**src/rtl/m_dm_access.sv**
```systemverilog
// M-stage data-memory access unit: address checks, byte lanes, req/ack bus FSM and load extension.
// Defining M_DM_TIMEOUT_EN adds a bus timeout of TIMEOUT_CYC cycles in BUSY/DRAIN.
module m_dm_access #(
  parameter logic [31:0] DM_TOP      = 32'h0000_2FFF,
  parameter logic [31:0] PERIPH_BASE = 32'h0000_7F00,
  parameter logic [31:0] PERIPH_TOP  = 32'h0000_7F1F,
  parameter int          TIMEOUT_CYC = 255
) (
  input  logic        clk,
  input  logic        reset_n,
  input  logic        M_valid,
  input  logic [3:0]  M_mem_op,
  input  logic [31:0] M_addr,
  input  logic [31:0] M_FW_Rdata2,
  input  logic        M_flush,
  output logic        m_req,
  output logic        m_we,
  output logic [3:0]  m_byteen,
  output logic [31:0] m_addr,
  output logic [31:0] m_wdata,
  input  logic        bus_ack,
  input  logic [31:0] bus_rdata,
  output logic        M_stall,
  output logic [31:0] M_ld_data,
  output logic [4:0]  M_exc_code
);

  localparam logic [3:0] OP_NONE = 4'd0;
  localparam logic [3:0] OP_LW   = 4'd1;
  localparam logic [3:0] OP_LH   = 4'd2;
  localparam logic [3:0] OP_LHU  = 4'd3;
  localparam logic [3:0] OP_LB   = 4'd4;
  localparam logic [3:0] OP_LBU  = 4'd5;
  localparam logic [3:0] OP_SW   = 4'd6;
  localparam logic [3:0] OP_SH   = 4'd7;
  localparam logic [3:0] OP_SB   = 4'd8;

  typedef enum logic [1:0] {IDLE, BUSY, DONE, DRAIN} state_t;

  state_t      state;
  logic        is_load, is_store, misalign, in_dm, in_periph, bad, accept;
  logic        to_hit, timed_out;
  logic [3:0]  lanes, op_q;
  logic [1:0]  lane_q;
  logic [31:0] wdata_sh, data_q;
  logic [4:0]  chk_code;
  logic [7:0]  byte_sel;
  logic [15:0] half_sel;

  assign is_load   = (M_mem_op >= OP_LW) && (M_mem_op <= OP_LBU);
  assign is_store  = (M_mem_op >= OP_SW) && (M_mem_op <= OP_SB);
  assign in_dm     = M_addr <= DM_TOP;
  assign in_periph = (M_addr >= PERIPH_BASE) && (M_addr <= PERIPH_TOP);

  always_comb begin
    misalign = 1'b0;
    lanes    = 4'b0000;
    wdata_sh = M_FW_Rdata2;
    case (M_mem_op)
      OP_LW, OP_SW: begin
        misalign = |M_addr[1:0];
        lanes    = 4'b1111;
      end
      OP_LH, OP_LHU, OP_SH: begin
        misalign = M_addr[0];
        lanes    = M_addr[1] ? 4'b1100 : 4'b0011;
        wdata_sh = {2{M_FW_Rdata2[15:0]}};
      end
      OP_LB, OP_LBU, OP_SB: begin
        lanes    = 4'b0001 << M_addr[1:0];
        wdata_sh = {4{M_FW_Rdata2[7:0]}};
      end
      default: ;
    endcase
  end

  // Sub-word stores are not allowed into the peripheral window.
  assign bad = misalign || !(in_dm || in_periph) ||
               (in_periph && (M_mem_op == OP_SH || M_mem_op == OP_SB));

  assign chk_code = !M_valid          ? 5'd0 :
                    (is_load && bad)  ? 5'd4 :
                    (is_store && bad) ? 5'd5 : 5'd0;

  assign accept = (state == IDLE) && M_valid && (is_load || is_store) && !bad && !M_flush;

  assign M_stall    = accept || (state == BUSY && !M_flush);
  assign M_exc_code = (state == DONE && timed_out) ? (m_we ? 5'd5 : 5'd4) : chk_code;

`ifdef M_DM_TIMEOUT_EN
  localparam logic [7:0] TO_LAST = 8'(TIMEOUT_CYC - 1);
  logic [7:0] to_cnt;

  always_ff @(posedge clk or negedge reset_n) begin
    if (!reset_n)
      to_cnt <= '0;
    else if (state == BUSY || state == DRAIN)
      to_cnt <= to_cnt + 8'd1;
    else
      to_cnt <= '0;
  end

  assign to_hit = (state == BUSY || state == DRAIN) && !bus_ack && (to_cnt == TO_LAST);
`else
  // Without the timeout BUSY and DRAIN wait for bus_ack indefinitely.
  assign to_hit = 1'b0 & (TIMEOUT_CYC != 0);
`endif

  always_ff @(posedge clk or negedge reset_n) begin
    if (!reset_n) begin
      state     <= IDLE;
      m_req     <= 1'b0;
      m_we      <= 1'b0;
      m_byteen  <= '0;
      m_addr    <= '0;
      m_wdata   <= '0;
      data_q    <= '0;
      op_q      <= OP_NONE;
      lane_q    <= '0;
      timed_out <= 1'b0;
    end else begin
      case (state)
        IDLE: if (accept) begin
          state     <= BUSY;
          m_req     <= 1'b1;
          m_we      <= is_store;
          m_byteen  <= lanes;
          m_addr    <= {M_addr[31:2], 2'b00};
          m_wdata   <= wdata_sh;
          op_q      <= M_mem_op;
          lane_q    <= M_addr[1:0];
          timed_out <= 1'b0;
        end
        BUSY: begin
          if (bus_ack) begin
            m_req <= 1'b0;
            if (M_flush) begin
              state <= IDLE;
            end else begin
              state  <= DONE;
              data_q <= bus_rdata;
            end
          end else if (M_flush) begin
            state <= DRAIN;
          end else if (to_hit) begin
            m_req     <= 1'b0;
            state     <= DONE;
            timed_out <= 1'b1;
          end
        end
        DONE: begin
          state     <= IDLE;
          timed_out <= 1'b0;
        end
        DRAIN: if (bus_ack || to_hit) begin
          m_req <= 1'b0;
          state <= IDLE;
        end
        default: state <= IDLE;
      endcase
    end
  end

  assign byte_sel = data_q[{lane_q, 3'b000} +: 8];
  assign half_sel = data_q[{lane_q[1], 4'b0000} +: 16];

  always_comb begin
    M_ld_data = '0;
    if (state == DONE && !timed_out) begin
      case (op_q)
        OP_LW:   M_ld_data = data_q;
        OP_LH:   M_ld_data = {{16{half_sel[15]}}, half_sel};
        OP_LHU:  M_ld_data = {16'h0000, half_sel};
        OP_LB:   M_ld_data = {{24{byte_sel[7]}}, byte_sel};
        OP_LBU:  M_ld_data = {24'h000000, byte_sel};
        default: ;
      endcase
    end
  end

endmodule

```
**config.mk**
```make
export PLATFORM = sky130hd
export DESIGN_NAME = m_dm_access
export DESIGN_NICKNAME = d
export VERILOG_FILES = /design/src/rtl/m_dm_access.sv
export SDC_FILE = /design/constraint.sdc
export NUM_CORES = 1
export LEC_CHECK = 0
export BUFFER_PORTS_ARGS = -buffer_cell sky130_fd_sc_hd__buf_2
export CAP_MARGIN = 20
export CORE_MARGIN = 2
export CORE_UTILIZATION = 46
export CTS_BUF_LIST = sky130_fd_sc_hd__clkbuf_8
export CTS_CLUSTER_SIZE = 20
export DETAILED_ROUTE_END_ITERATION = 8
export PLACE_DENSITY = 0.8
export RECOVER_POWER = 50
export SETUP_SLACK_MARGIN = 0.5
export SLEW_MARGIN = 20
export SYNTH_ARGS = -nofsm -noshare
export SYNTH_HDL_FRONTEND = slang
export SYNTH_SLANG_ARGS = --single-unit
export TNS_END_PERCENT = 5
```
**constraint.sdc**
```tcl
create_clock -name clk -period 2 [get_ports clk]
set_clock_uncertainty 0.1 [all_clocks]
set_input_delay 0.2 -clock clk [delete_from_list [all_inputs] [get_ports clk]]
set_output_delay 0.2 -clock clk [all_outputs]
set_load 0.02 [all_outputs]
```
==> out/metrics.csv, run 1 <==
stage,metric,value,unit
sta,slew_viol_final,0,
drt,drtIter0Drc,429,
drt,num_vias,4916,
sta,max_freq,398.4,MHz
power_and_ir_drop,p_per_area,498.5,nW/µm²
drt,drt_wl_total,17640,µm
synthesis,yosys.cell_count.top_type,dfrtp_1,
synthesis,synth_flop_cell,dfrtp_1,
sta,grt_setup_unrepaired,true,
finish,syn2layout_area_growth,51.70,%
finish,fin_area,8249,µm²
placement,place_inst,818,
worst_setup_path,crit_path_start_kind,register,
grt,grt_usage,27.35,%
floorplan,rows,39,
sta,finalSetupViolCount,35,
cts,ctsRootBufferMaster,clkbuf_8,
cts,clk_pin_slew,0.11,ns
synthesis,synth-seq-cells,108,
placement,gp_congestion,0.8404,
outcome,status,"finished, violations left",
worst_setup_path,crit_arrival,2.21,ns
worst_setup_path,cpMaxStageDelayCell,dfrtp_2,
synthesis,synth-edff-count,0,
synthesis,syn_avg_cell_area,11.80,µm²
grt,antenna_found_initial,1,
sta,setup_ws,-0.5097,ns
grt,grt_pass1_wl,27320,µm
power_and_ir_drop,p_leak,0.004187,µW
outcome,violations,setup timing,
synthesis,synth_largest_area_cell,dfrtp_1,
worst_setup_path,endpoint_kind,output pin,
drt,drt-wirelength-per-cell,19.53,µm
synthesis,ys_types,52,
placement,port-buffer-count,207,
floorplan,start_util,47.42,%
drt,final_antenna_net_count,0,
placement,post-dp-hpwl,11250,µm
job,drv_cap,0,
cts,cts_tree,done,
synthesis,yosysSeqAreaShare,49.70,%
drt,drt_pre_antenna_iters,6,
floorplan,die_w,112.7,µm
sta,period_share,125.5,%
synthesis,async_flop_share,100.0,%
worst_setup_path,crit_fanout,8,
synthesis,syn_area,5438,µm²
grt,grt_pass1_vias,5283,
finish,final_cells,903,
synthesis,synthCells,461,
finish,final_nets,858,
worst_setup_path,path_class,register to output pin,
sta,maxSlewHeadroom,34.51,%
sta,fin_setup_tns,-13.43,ns
synthesis,synth_common_cells,"dfrtp_1, mux2_2, a21oi_1",
power_and_ir_drop,power,4112,µW
sta,fin_crit,2.510,ns
sta,hold_ws,0.01545,ns
drt,via_per_inst,5.444,
worst_setup_path,crit_top_cell,buf_4,
drt,drc,0,
placement,placed_cell_area,7058,µm²
sta,hold_viol,0,
floorplan,core,11470,µm²
grt,grt_overflow_total,0,
floorplan,fp.dieH,112.7,µm
finish,layout-drive-gt1-share,50.66,%
sta,worst_pin_slew,0.9824,ns
floorplan,io_pins,213,
hold_path,hold_class,input pin to register,
synthesis,synth_area_leaders,"dfrtp_1, mux2_2, mux2_1",
power_and_ir_drop,vdd_drop_max,688.8,µV
grt,grt_max_degree,52,
synthesis,synth_top_area_share,49.70,%
cts,htreeDepth,3,
floorplan,dieArea,12710,µm²
cts,cts_num_sinks,108,
worst_setup_path,path_delay_family,buffers and inverters,
cts,clock_latency,0.39,ns
worst_setup_path,path_buf_inv,4,
cts,numCtsBuffers,9,
worst_setup_path,crit_required,1.70,ns
synthesis,synth_warnings,0,
worst_setup_path,critical-path-max-stage-delay,0.46,ns
worst_setup_path,path_cells,buf_6 -> buf_4 -> nand2b_1 -> a21boi_1 -> buf_4 -> a22oi_1 -> a21oi_2 -> buf_4,
cts,clockBufferDepth,2,
==> flip-flops by register name, indices dropped and copies added (netlist names) <==
name / cells
m_wdata: 32
m_req: 1
m_byteen: 4
data_q: 32
state: 2
m_addr: 30
op_q: 4
lane_q: 2
m_we: 1
==> worst reg2reg max path, stage by stage, from the launching register on <==
cell and delay, ns:
dfrtp_2 0.46, nor3_2 0.24, nand4_4 0.18, buf_12 0.24, mux2_4 0.32
==> per-layer routing <==
layer  routed length [µm]  share of wire, %  GRT usage (%)  vias up
li1                     -                 -              -     2228
met1                 6688                38          32.09     2410
met2                 9161                52          46.91      225
met3                 1175               6.7          8.677       53
met4                  613               3.5          10.57        0
met5                    0                 0              0        -
==> per-stage QoR <==
stage / setup WS, ns / utilization (%)
after global routing: -0.5965 / 71.91
after detailed placement: -0.3363 / 61.55
final: -0.5097 / 71.94
after floorplan: -0.07001 / -
after global placement: -0.2170 / 61.55
after CTS: -0.4671 / 71.10
==> power breakdown <==
group          switching (µW)  internal (µW)  leakage (µW)  total [µW]
Clock                     814            499     0.0000922        1310
Sequential               33.7           2220       0.00145        2250
Combinational             245            305       0.00264         550
Total                    1090           3020       0.00419        4110
==> kinds of logic after synthesis <==
| group | Yosys count | share of synthesized area (%) |
|---|---|---|
| XOR/XNOR | 2 | 0.3222 |
| multiplexers | 121 | 24.94 |
| buffers and inverters | 49 | 4.832 |
| AND/OR/NAND/NOR | 95 | 9.733 |
| flip-flops | 108 | 49.70 |
| other | 1 | 0.06896 |
| AO/OA/AOI/OAI | 85 | 10.40 |
==> final timing paths <==
kind,startpoint,endpoint,slack [ns],cells past startpoint
setup / recovery,lane_q[1],M_ld_data[14],-0.51,8
hold / removal,M_FW_Rdata2[25],m_wdata[25],0.02,3
setup reg to reg,state[0],m_addr[5],0.35,4
hold reg to reg,m_addr[25],m_addr[25],0.40,1
max in group asynchronous,reset_n,lane_q[1],0.18,3
min in group asynchronous,reset_n,m_wdata[16],0.36,2
==> repair_timing <==
item | in CTS | in global routing
gates resized for setup | 80 | 29
hold buffers | 62 | 0
endpoints found under the setup margin | 142 | 142
setup buffers | 1 | 3
pin swaps | 20 | 4
cloned | 0 | 1
hold endpoints to repair | 171 | 0
==> area by class of cell <==
type                       count  area, µm²
multi-input combinational    308       2909
antenna                        2      5.005
timing repair buffer         314       2220
tap                          143      178.9
inverter                      12      45.04
fill                         761       3218
sequential                   108       2706
clock inverter                 6      47.55
clock buffer                  10      137.6
==> placed cells by master, fill, tap and decap left out, types with 4 or more instances in the layout <==
master / synthesis / layout
a21o_1: 4 / 4
a21oi_1: 39 / 21
a21oi_2: 0 / 8
a21oi_4: 1 / 11
a222oi_1: 7 / 7
a22o_1: 8 / 8
a22oi_1: 8 / 8
a31oi_1: 5 / 5
and2_1: 18 / 17
buf_12: 0 / 7
buf_2: 5 / 144
buf_4: 7 / 44
buf_6: 6 / 18
clkbuf_1: 17 / 34
clkbuf_8: 0 / 10
conb_1: 1 / 5
dfrtp_1: 108 / 105
dlygate4sd3_1: 0 / 62
inv_1: 12 / 13
mux2_2: 87 / 55
mux2_4: 2 / 52
mux2i_1: 11 / 10
nand2_1: 27 / 25
nor2_1: 14 / 14
nor3_1: 7 / 4
o21ai_0: 5 / 4
Power figures use the tool's default switching activity.
==> run 2, diff against run 1 <==
--- a/config.mk
+++ b/config.mk
@@ -5,6 +5,7 @@
 export SDC_FILE = /design/constraint.sdc
 export NUM_CORES = 1
 export LEC_CHECK = 0
+export ABC_AREA = 1
 export BUFFER_PORTS_ARGS = -buffer_cell sky130_fd_sc_hd__buf_2
 export CAP_MARGIN = 20
 export CORE_MARGIN = 2
==> run 2 against run 1 <==
Effect of this change:
- the flow still finishes with violations (setup timing)
- sequential cell count is the same
- sequential share of layout area shrank 1.6 points
- count of clock-buffer cells in the layout is the same
- die area grew 3.3%
- critical path depth shrank 1
- largest cell class unchanged
- highest routed layer unchanged
==> out/metrics.csv, run 2 <==
stage,metric,value,unit
worst_setup_path,crit_path_start_kind,register,
worst_setup_path,crit_arrival,2.01,ns
worst_setup_path,path_class,register to output pin,
synthesis,syn_avg_cell_area,7.441,µm²
drt,drt_wl_total,19250,µm
synthesis,synth_top_area_share,48.04,%
synthesis,synth_area_leaders,"dfrtp_1, nand2_1, inv_1",
floorplan,rows,40,
placement,post-dp-hpwl,11510,µm
sta,maxSlewHeadroom,43.94,%
worst_setup_path,crit_fanout,5,
finish,seqCellArea,2706,µm²
grt,grt_pass1_wl,27150,µm
sta,worst_pin_slew,0.8408,ns
sta,finalSetupViolCount,32,
sta,setup_ws,-0.3112,ns
finish,final_nets,1128,
drt,drtIter0Drc,528,
floorplan,start_util,47.03,%
floorplan,io_pins,213,
synthesis,synth_common_cells,"nand2_1, inv_1, dfrtp_1",
synthesis,synth-edff-count,0,
synthesis,ys_types,31,
drt,top_layer_used,met4,
synthesis,synthCells,756,
drt,final_antenna_net_count,0,
job,drv_cap,0,
synthesis,synth_largest_area_cell,dfrtp_1,
outcome,violations,setup timing,
drt,wl_met1,7062,µm
cts,cts_tree,done,
synthesis,synth_flop_cell,dfrtp_1,
drt,drt-wirelength-per-cell,16.38,µm
cts,htreeDepth,3,
floorplan,core,11960,µm²
cts,ctsRootBufferMaster,clkbuf_8,
power_and_ir_drop,p_leak,0.004650,µW
placement,port-buffer-count,207,
finish,multi_input_area,3124,µm²
cts,cts_num_sinks,108,
cts,clk_pin_slew,0.10,ns
floorplan,fp.dieH,114.6,µm
outcome,status,"finished, violations left",
sta,period_share,115.6,%
grt,grt_overflow_total,0,
cts,clockBufferDepth,2,
synthesis,synth_warnings,0,
finish,final_common_cell,buf_2,
drt,num_vias,6180,
drt,wl_met3,1589,µm
cts,clock_latency,0.38,ns
floorplan,die_w,114.6,µm
placement,place_inst,1100,
worst_setup_path,endpoint_kind,output pin,
finish,mostFrequentLayoutCells,"buf_2, nand2_1, dfrtp_1",
drt,drt_pre_antenna_iters,7,
worst_setup_path,crit_required,1.70,ns
finish,syn2layout_area_growth,54.38,%
finish,largestRegisters,"data_q x32, m_wdata x32, m_addr x30",
finish,filler_cell_count,825,
hold_path,hold_class,input pin to register,
synthesis,yosysSeqAreaShare,48.04,%
worst_setup_path,rrSetupSlack,0.23,ns
finish,final_cells,1175,
grt,grt_usage,26.24,%
sta,slew_viol_final,0,
sta,hold_viol,0,
synthesis,synth-seq-cells,108,
synthesis,yosys.cell_count.top_type,nand2_1,
synthesis,syn_area,5625,µm²
placement,gp_congestion,0.8388,
power_and_ir_drop,vdd_drop_max,448.7,µV
grt,antenna_found_initial,0,
floorplan,dieArea,13130,µm²
cts,numCtsBuffers,9,
grt,grt_pass1_vias,5611,
power_and_ir_drop,p_per_area,494.6,nW/µm²
sta,fin_setup_tns,-7.487,ns
drt,via_per_inst,5.260,
finish,layout-drive-gt1-share,41.54,%
drt,dr_wl_met2,9688,µm
sta,max_freq,432.7,MHz
finish,diodes,0,
sta,fin_crit,2.311,ns
grt,grt_max_degree,55,
drt,drc,0,
sta,grt_setup_unrepaired,true,
synthesis,async_flop_share,100.0,%
-- run 2: kinds of logic (layout without fill, tap and decap cells) --
logic type,after synthesis,after routing,share of synthesized area (%)
DFF,108,108,48.04
AOI/OAI and AO/OA,130,130,12.70
and+or+nand+nor,347,348,25.20
muxes,10,10,2.002
other,1,5,0.06666
buffers and inverters,160,427,11.99
-- run 2: through the flow --
step                      setup WS [ns]  instance area (µm²)  hold WS [ns]  util (%)  power, µW
after floorplan                  0.2449                 5665       -0.1956         -       2471
final                           -0.3112                 8685       0.01695     72.60       4295
after detailed placement        0.08122                 6922       0.07916     57.87       2703
after global routing            -0.3973                 8685       0.01674     72.60       4462
after CTS                       -0.2249                 7860     0.0006151     65.71       4284
after global placement           0.1639                 6922       0.08117     57.87       2698
-- run 2: final cells by class --
cell class                      instances  share of cell area [%]
Inverter                              122                   5.388
Multi-Input combinational cell        493                   35.97
Sequential cell                       108                   31.16
Timing Repair Buffer                  289                   22.75
Clock buffer                           10                   1.585
Clock inverter                          6                   1.023
Tap cell                              147                   2.118
-- run 2: path summary, 6_finish.rpt --
| kind | start | to | cells after the start |
|---|---|---|---|
| setup / recovery | op_q[3] | M_ld_data[8] | 7 |
| hold / removal | M_FW_Rdata2[3] | m_wdata[3] | 3 |
| setup reg to reg | state[0] | m_wdata[22] | 7 |
| hold reg to reg | m_addr[22] | m_addr[22] | 2 |
| max in group asynchronous | reset_n | m_addr[5] | 3 |
| min in group asynchronous | reset_n | data_q[6] | 2 |
-- run 2: power by group --
group / leakage, µW / total, µW / internal [µW] / switching (µW)
registers: 0.00131 / 2230 / 2220 / 18.1
logic: 0.00322 / 551 / 249 / 302
clock network: 0.000114 / 1510 / 740 / 770
-- run 2: what timing repair did --
item,4_1_cts,5_1_grt
pin swaps,12,98
setup endpoints to repair,119,117
gates cloned,1,1
hold buffers,49,2
resized for setup,63,270
endpoints found under the hold margin,78,2
buffers inserted,1,5
-- run 2: metal layers --
| layer | global-route usage [%] | vias to the layer above |
|---|---|---|
| met2 | 45.01 | 353 |
| met5 | 0 | - |
| li1 | - | 2892 |
| met4 | 10.08 | 0 |
| met3 | 7.464 | 87 |
| met1 | 31.18 | 2848 |
-- run 2: critical path: stages (launching register included) --
cell and delay, ns:
dfrtp_1 0.45, inv_2 0.09, nand4_1 0.19, o21ai_4 0.26, nand2_4 0.14, buf_8 0.18, a31oi_4 0.16, buf_6 0.15
